$ cat config.mk
export PLATFORM = sky130hd
export DESIGN_NAME = message_scroller_flat
export DESIGN_NICKNAME = d
export VERILOG_FILES = /design/src/rtl/message_scroller_if.sv /design/src/rtl/message_scroller.sv /design/src/flat_wrapper.sv
export SDC_FILE = /design/constraint.sdc
export NUM_CORES = 1
export LEC_CHECK = 0
export ABC_CLOCK_PERIOD_IN_PS = 3900
export CORE_MARGIN = 8
export CORE_UTILIZATION = 59
export DETAILED_ROUTE_END_ITERATION = 16
export PLACE_DENSITY = 0.85
export SYNTH_ARGS = -nofsm -noshare
export SYNTH_HDL_FRONTEND = slang
export SYNTH_SLANG_ARGS = --single-unit
$ cat constraint.sdc
create_clock -name clk -period 3.9 [get_ports clk]
set_input_delay 0.78 -clock clk [delete_from_list [all_inputs] [get_ports clk]]
set_output_delay 0.78 -clock clk [all_outputs]
set_load 0.005 [all_outputs]
$ cat src/rtl/message_scroller_if.sv
// Signal bundle between the message scroller, its character ROM and the display.
// master = scroller side, slave = ROM/display/control side.
interface message_scroller_if #(
  parameter int NUM_DIGITS = 6,
  parameter int ADDR_W     = 4
);
  logic                    enable;
  logic                    dir;
  logic [7:0]              rom_data;
  logic [ADDR_W-1:0]       rom_addr;
  logic [8*NUM_DIGITS-1:0] window;
  logic                    window_valid;
  logic                    frame_strobe;
  logic [ADDR_W-1:0]       pos;

  modport master (
    input  enable, dir, rom_data,
    output rom_addr, window, window_valid, frame_strobe, pos
  );

  modport slave (
    output enable, dir, rom_data,
    input  rom_addr, window, window_valid, frame_strobe, pos
  );
endinterface

$ cat src/rtl/message_scroller.sv
// Scrolls a NUM_DIGITS-character window across a 2**ADDR_W-entry ASCII ROM,
// loading each new window into a shadow buffer and committing it atomically.
module message_scroller #(
  parameter int CLK_DIV    = 25_000_000,
  parameter int NUM_DIGITS = 6,
  parameter int ADDR_W     = 4
) (
  input  logic               clk,
  input  logic               reset,
  message_scroller_if.master bus
);

  localparam int CNT_W = (CLK_DIV > 1) ? $clog2(CLK_DIV) : 1;
  localparam int IDX_W = (NUM_DIGITS > 1) ? $clog2(NUM_DIGITS) : 1;
  localparam logic [CNT_W-1:0] CNT_LAST = CNT_W'(CLK_DIV - 1);
  localparam logic [IDX_W-1:0] IDX_LAST = IDX_W'(NUM_DIGITS - 1);
  localparam logic [8*NUM_DIGITS-1:0] BLANK = {NUM_DIGITS{8'h20}};

  typedef enum logic [1:0] {
    IDLE,
    LOAD,
    COMMIT
  } state_t;

  state_t                  state;
  logic [CNT_W-1:0]        cnt;
  logic                    tick;
  logic [IDX_W-1:0]        idx;
  logic [ADDR_W-1:0]       pos_q;
  logic [8*NUM_DIGITS-1:0] shadow;
  logic [8*NUM_DIGITS-1:0] window_q;
  logic                    valid_q;
  logic                    strobe_q;
  logic [ADDR_W-1:0]       addr_c;

  // Free-running tick divider; holds (not clears) while disabled.
  always_ff @(posedge clk) begin
    if (reset) begin
      cnt <= '0;
    end else if (bus.enable) begin
      cnt <= (cnt == CNT_LAST) ? '0 : cnt + CNT_W'(1);
    end
  end

  assign tick = bus.enable && (cnt == CNT_LAST);

  always_ff @(posedge clk) begin
    if (reset) begin
      state    <= LOAD;
      pos_q    <= '0;
      idx      <= '0;
      shadow   <= BLANK;
      window_q <= BLANK;
      valid_q  <= 1'b0;
      strobe_q <= 1'b0;
    end else begin
      strobe_q <= 1'b0;
      case (state)
        IDLE: begin
          if (tick) begin
            pos_q <= bus.dir ? pos_q - ADDR_W'(1) : pos_q + ADDR_W'(1);
            idx   <= '0;
            state <= LOAD;
          end
        end
        LOAD: begin
          // Digit 0 lives in the most significant byte of the window.
          for (int unsigned d = 0; d < NUM_DIGITS; d++) begin
            if (idx == IDX_W'(d)) begin
              shadow[8*(NUM_DIGITS-1-d) +: 8] <= bus.rom_data;
            end
          end
          if (idx == IDX_LAST) begin
            state <= COMMIT;
          end else begin
            idx <= idx + IDX_W'(1);
          end
        end
        COMMIT: begin
          window_q <= shadow;
          strobe_q <= 1'b1;
          valid_q  <= 1'b1;
          state    <= IDLE;
        end
        default: state <= IDLE;
      endcase
    end
  end

  // ROM is combinational, so the address must track the current load slot.
  always_comb begin
    addr_c = pos_q;
    if (state == LOAD) begin
      addr_c = pos_q + ADDR_W'(idx);
    end
  end

  assign bus.rom_addr     = addr_c;
  assign bus.window       = window_q;
  assign bus.window_valid = valid_q;
  assign bus.frame_strobe = strobe_q;
  assign bus.pos          = pos_q;

endmodule
$ cat src/flat_wrapper.sv
// flat-port wrapper written by rule: the top's interface ports become plain ports
module message_scroller_flat 
#(
  parameter int CLK_DIV    = 25_000_000,
  parameter int NUM_DIGITS = 6,
  parameter int ADDR_W     = 4
)
  (clk, reset, bus_enable, bus_dir, bus_rom_data, bus_rom_addr, bus_window, bus_window_valid, bus_frame_strobe, bus_pos);
  message_scroller_if #(.NUM_DIGITS(NUM_DIGITS), .ADDR_W(ADDR_W)) bus_i ();
  input  logic clk;
  input  logic reset;
  input wire logic [$bits(bus_i.enable)-1:0] bus_enable;
  input wire logic [$bits(bus_i.dir)-1:0] bus_dir;
  input wire logic [$bits(bus_i.rom_data)-1:0] bus_rom_data;
  output wire logic [$bits(bus_i.rom_addr)-1:0] bus_rom_addr;
  output wire logic [$bits(bus_i.window)-1:0] bus_window;
  output wire logic [$bits(bus_i.window_valid)-1:0] bus_window_valid;
  output wire logic [$bits(bus_i.frame_strobe)-1:0] bus_frame_strobe;
  output wire logic [$bits(bus_i.pos)-1:0] bus_pos;
  assign bus_i.enable = bus_enable;
  assign bus_i.dir = bus_dir;
  assign bus_i.rom_data = bus_rom_data;
  assign bus_rom_addr = bus_i.rom_addr;
  assign bus_window = bus_i.window;
  assign bus_window_valid = bus_i.window_valid;
  assign bus_frame_strobe = bus_i.frame_strobe;
  assign bus_pos = bus_i.pos;
  message_scroller #(.CLK_DIV(CLK_DIV), .NUM_DIGITS(NUM_DIGITS), .ADDR_W(ADDR_W)) u_core (.clk(clk), .reset(reset), .bus(bus_i));
endmodule
---- Word-level counts from Yosys, hierarchy flattened ----
Index checks and enable logic that the tools add are counted.
cells by class
  shift-type cells ........................ 0
  muxes and demuxes ....................... 10
  magnitude comparators ................... 0
  multipliers ............................. 0
  reduce and logical (&&, ||, !) cells .... 13
  equal/unequal tests ..................... 11
  divide/modulo/power cells ............... 0
  $add $sub $neg .......................... 5
  bitwise logic cells ..................... 0
operators with widths
  operator                                                                  count
  25-bit by 1-bit adder with 25-bit output (second input constant)          1
  25-bit equality test (second input constant)                              1
  25-bit 2-to-1 mux                                                         1
  2-bit AND reduction                                                       8
  4-bit 2-to-1 mux                                                          2
  3-bit by 2-bit equality test with 1-bit output (second input constant)    2
  3-bit equality test (second input constant)                               2
  3-bit 2-to-1 mux                                                          2
  3-bit case mux with 2 select lines                                        1
  4-bit by 1-bit adder with 4-bit output (second input constant)            1
  4-bit by 3-bit adder with 4-bit output                                    1
  2-bit 2-to-1 mux                                                          2
  2-bit by 1-bit inequality test with 1-bit output (second input constant)  2
  2-bit case mux with 2 select lines                                        1
  4-bit by 1-bit subtractor with 4-bit output (second input constant)       1
  3-bit by 1-bit adder with 3-bit output (second input constant)            1
  3-bit by 1-bit equality test with 1-bit output (second input constant)    1
  3-bit logical NOT                                                         1
  3-bit AND reduction                                                       1
  2-bit by 1-bit equality test with 1-bit output (second input constant)    1
  2-bit equality test (second input constant)                               1
  2-bit logical NOT                                                         1
  2-bit inequality test (second input constant)                             1
  2-bit nonzero test                                                        1
  other kinds (2)                                                           2
word-level totals
  memories kept ........................... 0
  output and inout bits ................... 58
  register bits ........................... 132
  latch bits .............................. 0
  logic and storage cells ................. 52
  ROM bits ................................ 0
  memory bits (writable) .................. 0
  bits of input ports ..................... 12

---- Longest topological paths before layout ----
  depth after elaboration ................. 4
  mapped depth ............................ 8
  depth with buffers taken out ............ 6

---- Least setup slack after synthesis ----
Ideal clock, no wire load.
  kind .................................... input-to-reg
  from .................................... input port bus_enable
  to ...................................... register u_core.cnt[22]
  arrival ................................. 2.031 ns
  stages .................................. 6
  path slack .............................. 1.752 ns
  buffers on the path ..................... 1
  required time ........................... 3.783 ns
  cells stage by stage .................... buf_2 -> nand4_1 -> nor4_2 -> nand4_1 -> xor2_1 -> nor2_1
RTL lines
  what                  line                    RTL
  start, declared       flat_wrapper.sv:12      input wire logic [$bits(bus_i.enable)-1:0] bus_enable;
  end signal, assigned  message_scroller.sv:41  cnt <= (cnt == CNT_LAST) ? '0 : cnt + CNT_W'(1);
  end, declared         message_scroller.sv:26  logic [CNT_W-1:0] cnt;

---- Worst setup path in the final report ----
  from .................................... register u_core.idx[0]
  to ...................................... output port bus_rom_addr[2]
between the ends
  longest elaborated chain between the ends .. 2
RTL lines
  what                                    line                    RTL
  start, declared                         message_scroller.sv:28  logic [IDX_W-1:0] idx;
  start signal, assigned                  message_scroller.sv:76  idx <= idx + IDX_W'(1);
  4-bit by 3-bit adder with 4-bit output  message_scroller.sv:94  addr_c = pos_q + ADDR_W'(idx);
  4-bit 2-to-1 mux                        message_scroller.sv:93  if (state == LOAD) begin
  end, declared                           flat_wrapper.sv:15      output wire logic [$bits(bus_i.rom_addr)-1:0] bus_rom_addr;
No other way between the ends.

==> impl_metrics.csv <==
group,metric,value,unit
cts,clockBufferDepth,2,
yosys,syn_area,5199,um^2
timing,max_freq,298.4,MHz
floorplanning,ios,70,
finish,final_cell_mix,"nand2_1, dfxtp_1, a21oi_1, clkdlybuf4s50_1, nor2_1",
setup_path,critical_path_class,"reg2out",
timing,slew_headroom,0.3170,
floorplanning,die_y,109.9,um
placed_design,dpl.hpwl,8.377,mm
setup_path,r2r_slack,1.60,ns
detailed_routing,post_drt_wl_per_cell,16.32,um
yosys,ys_types,37,
setup_path,crit_start,"u_core.idx[0]",
timing,fin_skew,0.007287,ns
grt,grt_pass1_vias,4512,
cts,cts_root_buf,"clkbuf_8",
timing,post-route-period-util,0.8593,
yosys,yosysTopAreaCell,"dfxtp_1",
yosys,ys_top_cells_by_area,"dfxtp_1, nand2_1, a21oi_1, xor2_1, nor2_1",
finish,layout_commonest_cell,"nand2_1",
timing,hold_violations,0,
min_path,hold_class,"reg2reg",
run_status,run_status,"complete, no violations",
cts,ctsHoldBuffers,0,
cts,cts.clk_slew.worst_paths,0.06,ns
setup_path,worstSetupEndpointType,"output pin",
yosys,synthArstFlopShare,0,
setup_path,critPathSlowestCell,"clkdlybuf4s50_1",
detailed_routing,vias,4585,
yosys,yosys_warnings,0,
pwr,vdd_ir_drop_max,428.4,uV
detailed_routing,vias_per_cell,5.660,
setup_path,crit_required,3.12,ns
cts,cts_resized,0,
setup_path,worstPathMaxFanout,7,
cts,cts.sinks,132,
setup_path,worst-path-buf-inv,2,
setup_path,crit_family,"adder cells",
floorplanning,coreArea,8636,um^2
timing,fin_tns_setup,0,ns
finish,n_fill_cell,574,
detailed_routing,drtIter0Drc,355,
cts,post-cts-setup-buffers,0,
yosys,synth-seq-cells,132,
timing,rsz0062_at_grt,"false",
placed_design,io_buffers,69,
cts,htree_num_levels,4,
timing,finalSetupViolCount,0,
timing,tightest_slew,1.025,ns
finish,drive_gt1_frac,0.06410,
finish,num_antenna_cells,0,
detailed_routing,drc,0,
grt,grt_max_degree,108,
setup_path,crit_chain,"ha_1 -> inv_1 -> fa_1 -> xor2_1 -> o21ai_0 -> clkdlybuf4s50_1",
yosys,avgSynthCellArea,8.200,um^2
placed_design,gp_congestion,0.8568,
cts,numCtsBuffers,17,
detailed_routing,postRouteAntennaNets,0,
yosys,synthCells,634,
cts,cts_tree,"built",
setup_path,cp_slowest_stage_delay,0.54,ns
grt,grt_first_pass_wirelength,21.27,mm
setup_path,reg2reg_from,"u_core.cnt[6]",
job,drv_cap,0,
yosys,synthFlopType,"dfxtp_1",
pwr,p_per_area,572.2,nW/um^2
timing,period_needed,3.351,ns
cts,worstSkewPairLatency,0.53,ns
detailed_routing,drt_wl_total,13.22,mm
timing,worst_slack,0.5486,ns
yosys,yosysTopAreaCellShare,0.5083,
floorplanning,die-width,109.9,um
floorplanning,die-area,12070,um^2
yosys,syn-num-nets,659,
timing,slew_viol_final,0,
setup_path,startpoint_type,"register",
finish,nets,715,
detailed_routing,first_pass_iters,8,
floorplanning,start_util,0.6020,
placed_design,preCtsSetupSlack,0.8395,ns
yosys,synth-edff-count,0,
finish,synthToLayoutAreaGrowth,26.28,%
yosys,ys_seq_area_frac,0.5083,
setup_path,cp_data_arrival_time,2.57,ns
min_path,min_from,"u_core.bus.window[28]",
grt,antenna_found_initial,0,
pwr,power_leakage,2.385,nW
floorplanning,fp-row-count,34,
grt,grt.total_usage,0.2244,
grt,grt-ovfl-total,0,
[cell usage after synthesis (all sizes together), types with 2 or more instances]
cell type,number
nor2,41
dfxtp,132
nor4,3
ha,11
nand3b,13
xor2,18
clkbuf,30
and4,3
inv,8
nor2b,5
nand3,14
nand4,13
nand2b,4
xnor2,11
mux2i,2
and3,8
a21oi,90
buf,6
o21ai,6
nand2,204
fa,2
[worst paths after layout]
kind	endpoint	cells past startpoint
worst max-delay path	bus_rom_addr[2]	6
worst min-delay path	u_core.bus.window[28]	2
worst max register to register	u_core.cnt[4]	5
worst min register to register	u_core.bus.window[28]	2
[power breakdown]
| part | switching (mW) | total (mW) | internal [mW] |
|---|---|---|---|
| clock | 0.586 | 1.74 | 1.15 |
| sequential | 0.0839 | 1.54 | 1.46 |
| combinational | 0.314 | 0.478 | 0.163 |
| total | 0.984 | 3.76 | 2.77 |
[flip-flops by register name, indices dropped and copies added (netlist names)]
signal,flops
u_core.idx,3
u_core.bus.window_valid,1
u_core.state,2
u_core.cnt,25
u_core.bus.window,48
u_core.bus.pos,4
u_core.shadow,48
u_core.bus.frame_strobe,1
[through the flow]
stage,power [mW],utilization,instance area [um^2],instances,hold WS (ns)
2_1_floorplan,1.861,-,5199,634,0.4321
3_3_place_gp,1.972,0.6846,5912,779,0.4375
3_5_place_dp,1.999,0.6846,5912,779,0.4465
4_1_cts,3.752,0.7602,6565,810,0.4503
5_1_grt,3.889,0.7602,6565,810,0.4633
6_report,3.757,0.7602,6565,810,0.4509
[final cells by class]
class,count,area [um^2],area share
multi-input combinational,458,2389,0.3638
timing repair buffer,73,715.7,0.1090
clock inverter,11,197.7,0.03011
tap,108,135.1,0.02058
sequential,132,2643,0.4025
inverter,8,30.03,0.004574
clock buffer,20,455.4,0.06937
[cell families after synthesis]
kind of cell    Yosys count  synth area share
compound gates          101           0.09964
xor+xnor                 29           0.04886
fa+ha+maj                13           0.03418
buf+inv                  44           0.03273
flops                   132            0.5083
mux                       2          0.003851
simple gates            313            0.2724
[per-layer routing]
metal	global-route usage	up-vias	wire, um	share of wire
met3	0.06800	33	961	0.073
met4	0.09547	0	276	0.021
li1	-	2191	-	-
met1	0.2534	2172	5290	0.40
met2	0.3840	189	6691	0.51
met5	0	-	0	0
[worst reg2reg max path, cell delays in order (launching register included)]
cell,delay [ns]
dfxtp_1,0.37
or4b_4,0.58
nor4_4,0.24
nand4_1,0.17
nand2b_1,0.66
nor2_1,0.14
Note: power is estimated with default switching activity, not from simulation.
==> patch, RTL diff (config.mk and constraints unchanged) <==
Encoding of `state_t`: now one-hot (3 bits for 3 states).
--- a/src/rtl/message_scroller.sv
+++ b/src/rtl/message_scroller.sv
@@ -18,6 +18,6 @@
 
-  typedef enum logic [1:0] {
-    IDLE,
-    LOAD,
-    COMMIT
+  typedef enum logic [2:0] {
+    IDLE   = 3'b001,
+    LOAD   = 3'b010,
+    COMMIT = 3'b100
   } state_t;
Check against the original RTL: no difference found for any inputs over 10 cycles, from zero or initial values and one cycle with reset high; not proved beyond that.
==> patch against the unedited design <==
- synthesized area increased by 4.0%
- sequential cell count increased by 1
- highest routed layer unchanged
- largest cell class unchanged
- final area grew 1.7%
- via count rose by 2.9%
- worst setup slack improved by 0.093 ns
- synthesized cell count increased by 1.3%
- clock skew is 0.0013 ns higher
- routed wire length rose by 0.33%
- power is 1.5% higher
- sequential power is 3% higher
==> patch: results (changes against the unedited design) <==
Via density 5.752 (+1.6%); post-CTS setup buffer count 0 (unchanged); Worst Skew 0.008610 ns (+0.001323 ns); status completed; vias in the first global route 4728 (+4.8%); Syn Nets 667 (+1.2%); initial antenna violation count 0 (unchanged); met3 WL 783 um (-19%); leakage power 2.355 nW (-1.3%); Comb power frac 18.2% (+5.5 points); post-DP HPWL 8610 um (+2.8%); Max VDD drop 0.3099 mV (-28%); met3 usage 6.494% (-0.31 points); average routed wire per standard cell 16.17 um (-0.90%); DR pass1 iterations 5 (-3); All-Layer GR Usage 21.65% (-0.79 points); initial DRC count 308 (-13%); placed inst area 6102 um^2 (+3.2%); nets 721 (+0.84%); P_seq 1.58 mW (+3%); switching power 1.136 mW (+16%); Synth Instances 642 (+1.3%); Routed WL 13260 um (+0.33%); layout cells sized above 1 7.193% (+0.78 points); met2 wire length 6959 um (+4.0%); crit-path max FO 6 (-1); first-pass GRT wire length 22160 um (+4.2%); Fill cells 641 (+12%); slew of the pin with the lowest slew margin 0.6835 ns (-0.3410 ns); Reg area 2663 um^2 (+0.76%); met2 Resource Use GR 38.49% (+0.091 points); RePlAce Congestion 0.7843 (-8.5%); Post-synth top cells nand2_1 (168), dfxtp_1 (133), a21oi_1 (97); placed insts 788 (+1.2%); Post-Route M1 WL 5181 um (-2.1%); DP Worst Slack 1.080 ns (+0.2401 ns); Seq/Total Area, Yosys 49.25% (-1.6 points); CP arrival 2.48 ns (-0.09 ns); largest net degree at the start of global routing 61 (-44%); Internal 2.675 mW (-3.5%)
-- patch: cell count changes in the layout (fill, tap and decap cells not counted), sizes merged, moves of 6 or more --
| cell | before | now |
|---|---|---|
| nor2 | 41 | 27 |
| o31ai | 0 | 8 |
| xor2 | 18 | 11 |
| inv | 9 | 15 |
| nand2 | 204 | 168 |
| or3 | 0 | 7 |
| mux2i | 2 | 8 |
| a21oi | 90 | 97 |
| nand3 | 14 | 33 |
| o21ai | 6 | 12 |
| xnor2 | 11 | 4 |
| or4 | 1 | 8 |
-- patch: layout make-up --
type                    instances  share of cell area, %
clock buffers                  19                  6.463
clock inverters                13                  2.173
inverters                      10                 0.5620
multi-input cells             459                  37.88
flip-flops and latches        133                  39.87
well taps                     111                  2.079
repair buffers                 75                  10.98
-- patch: final timing paths --
kind                               from                    end  slack [ns]  cells after the start
setup / recovery          u_core.idx[0]        bus_rom_addr[2]        0.64                      6
hold / removal    u_core.bus.window[34]  u_core.bus.window[34]        0.45                      2
setup reg to reg        u_core.state[1]      u_core.shadow[13]        1.79                      5
hold reg to reg   u_core.bus.window[34]  u_core.bus.window[34]        0.45                      2
-- patch: worst reg2reg max path: stages (launching register included) --
cell	delay [ns]
dfxtp_1	0.48
nor3b_1	0.35
buf_4	0.23
and3_1	0.54
nor2b_1	0.11
a211o_1	0.29
-- patch: cell families (layout without fill, tap and decap cells) --
family / Yosys count / count (layout) / share of synthesized area [%]
fa+ha+maj: 13 / 13 / 3.286
simple gates: 296 / 296 / 26.64
mux: 9 / 9 / 1.689
flops: 133 / 133 / 49.25
compound gates: 126 / 126 / 12.50
xor+xnor: 15 / 15 / 2.430
buf+inv: 50 / 117 / 4.212
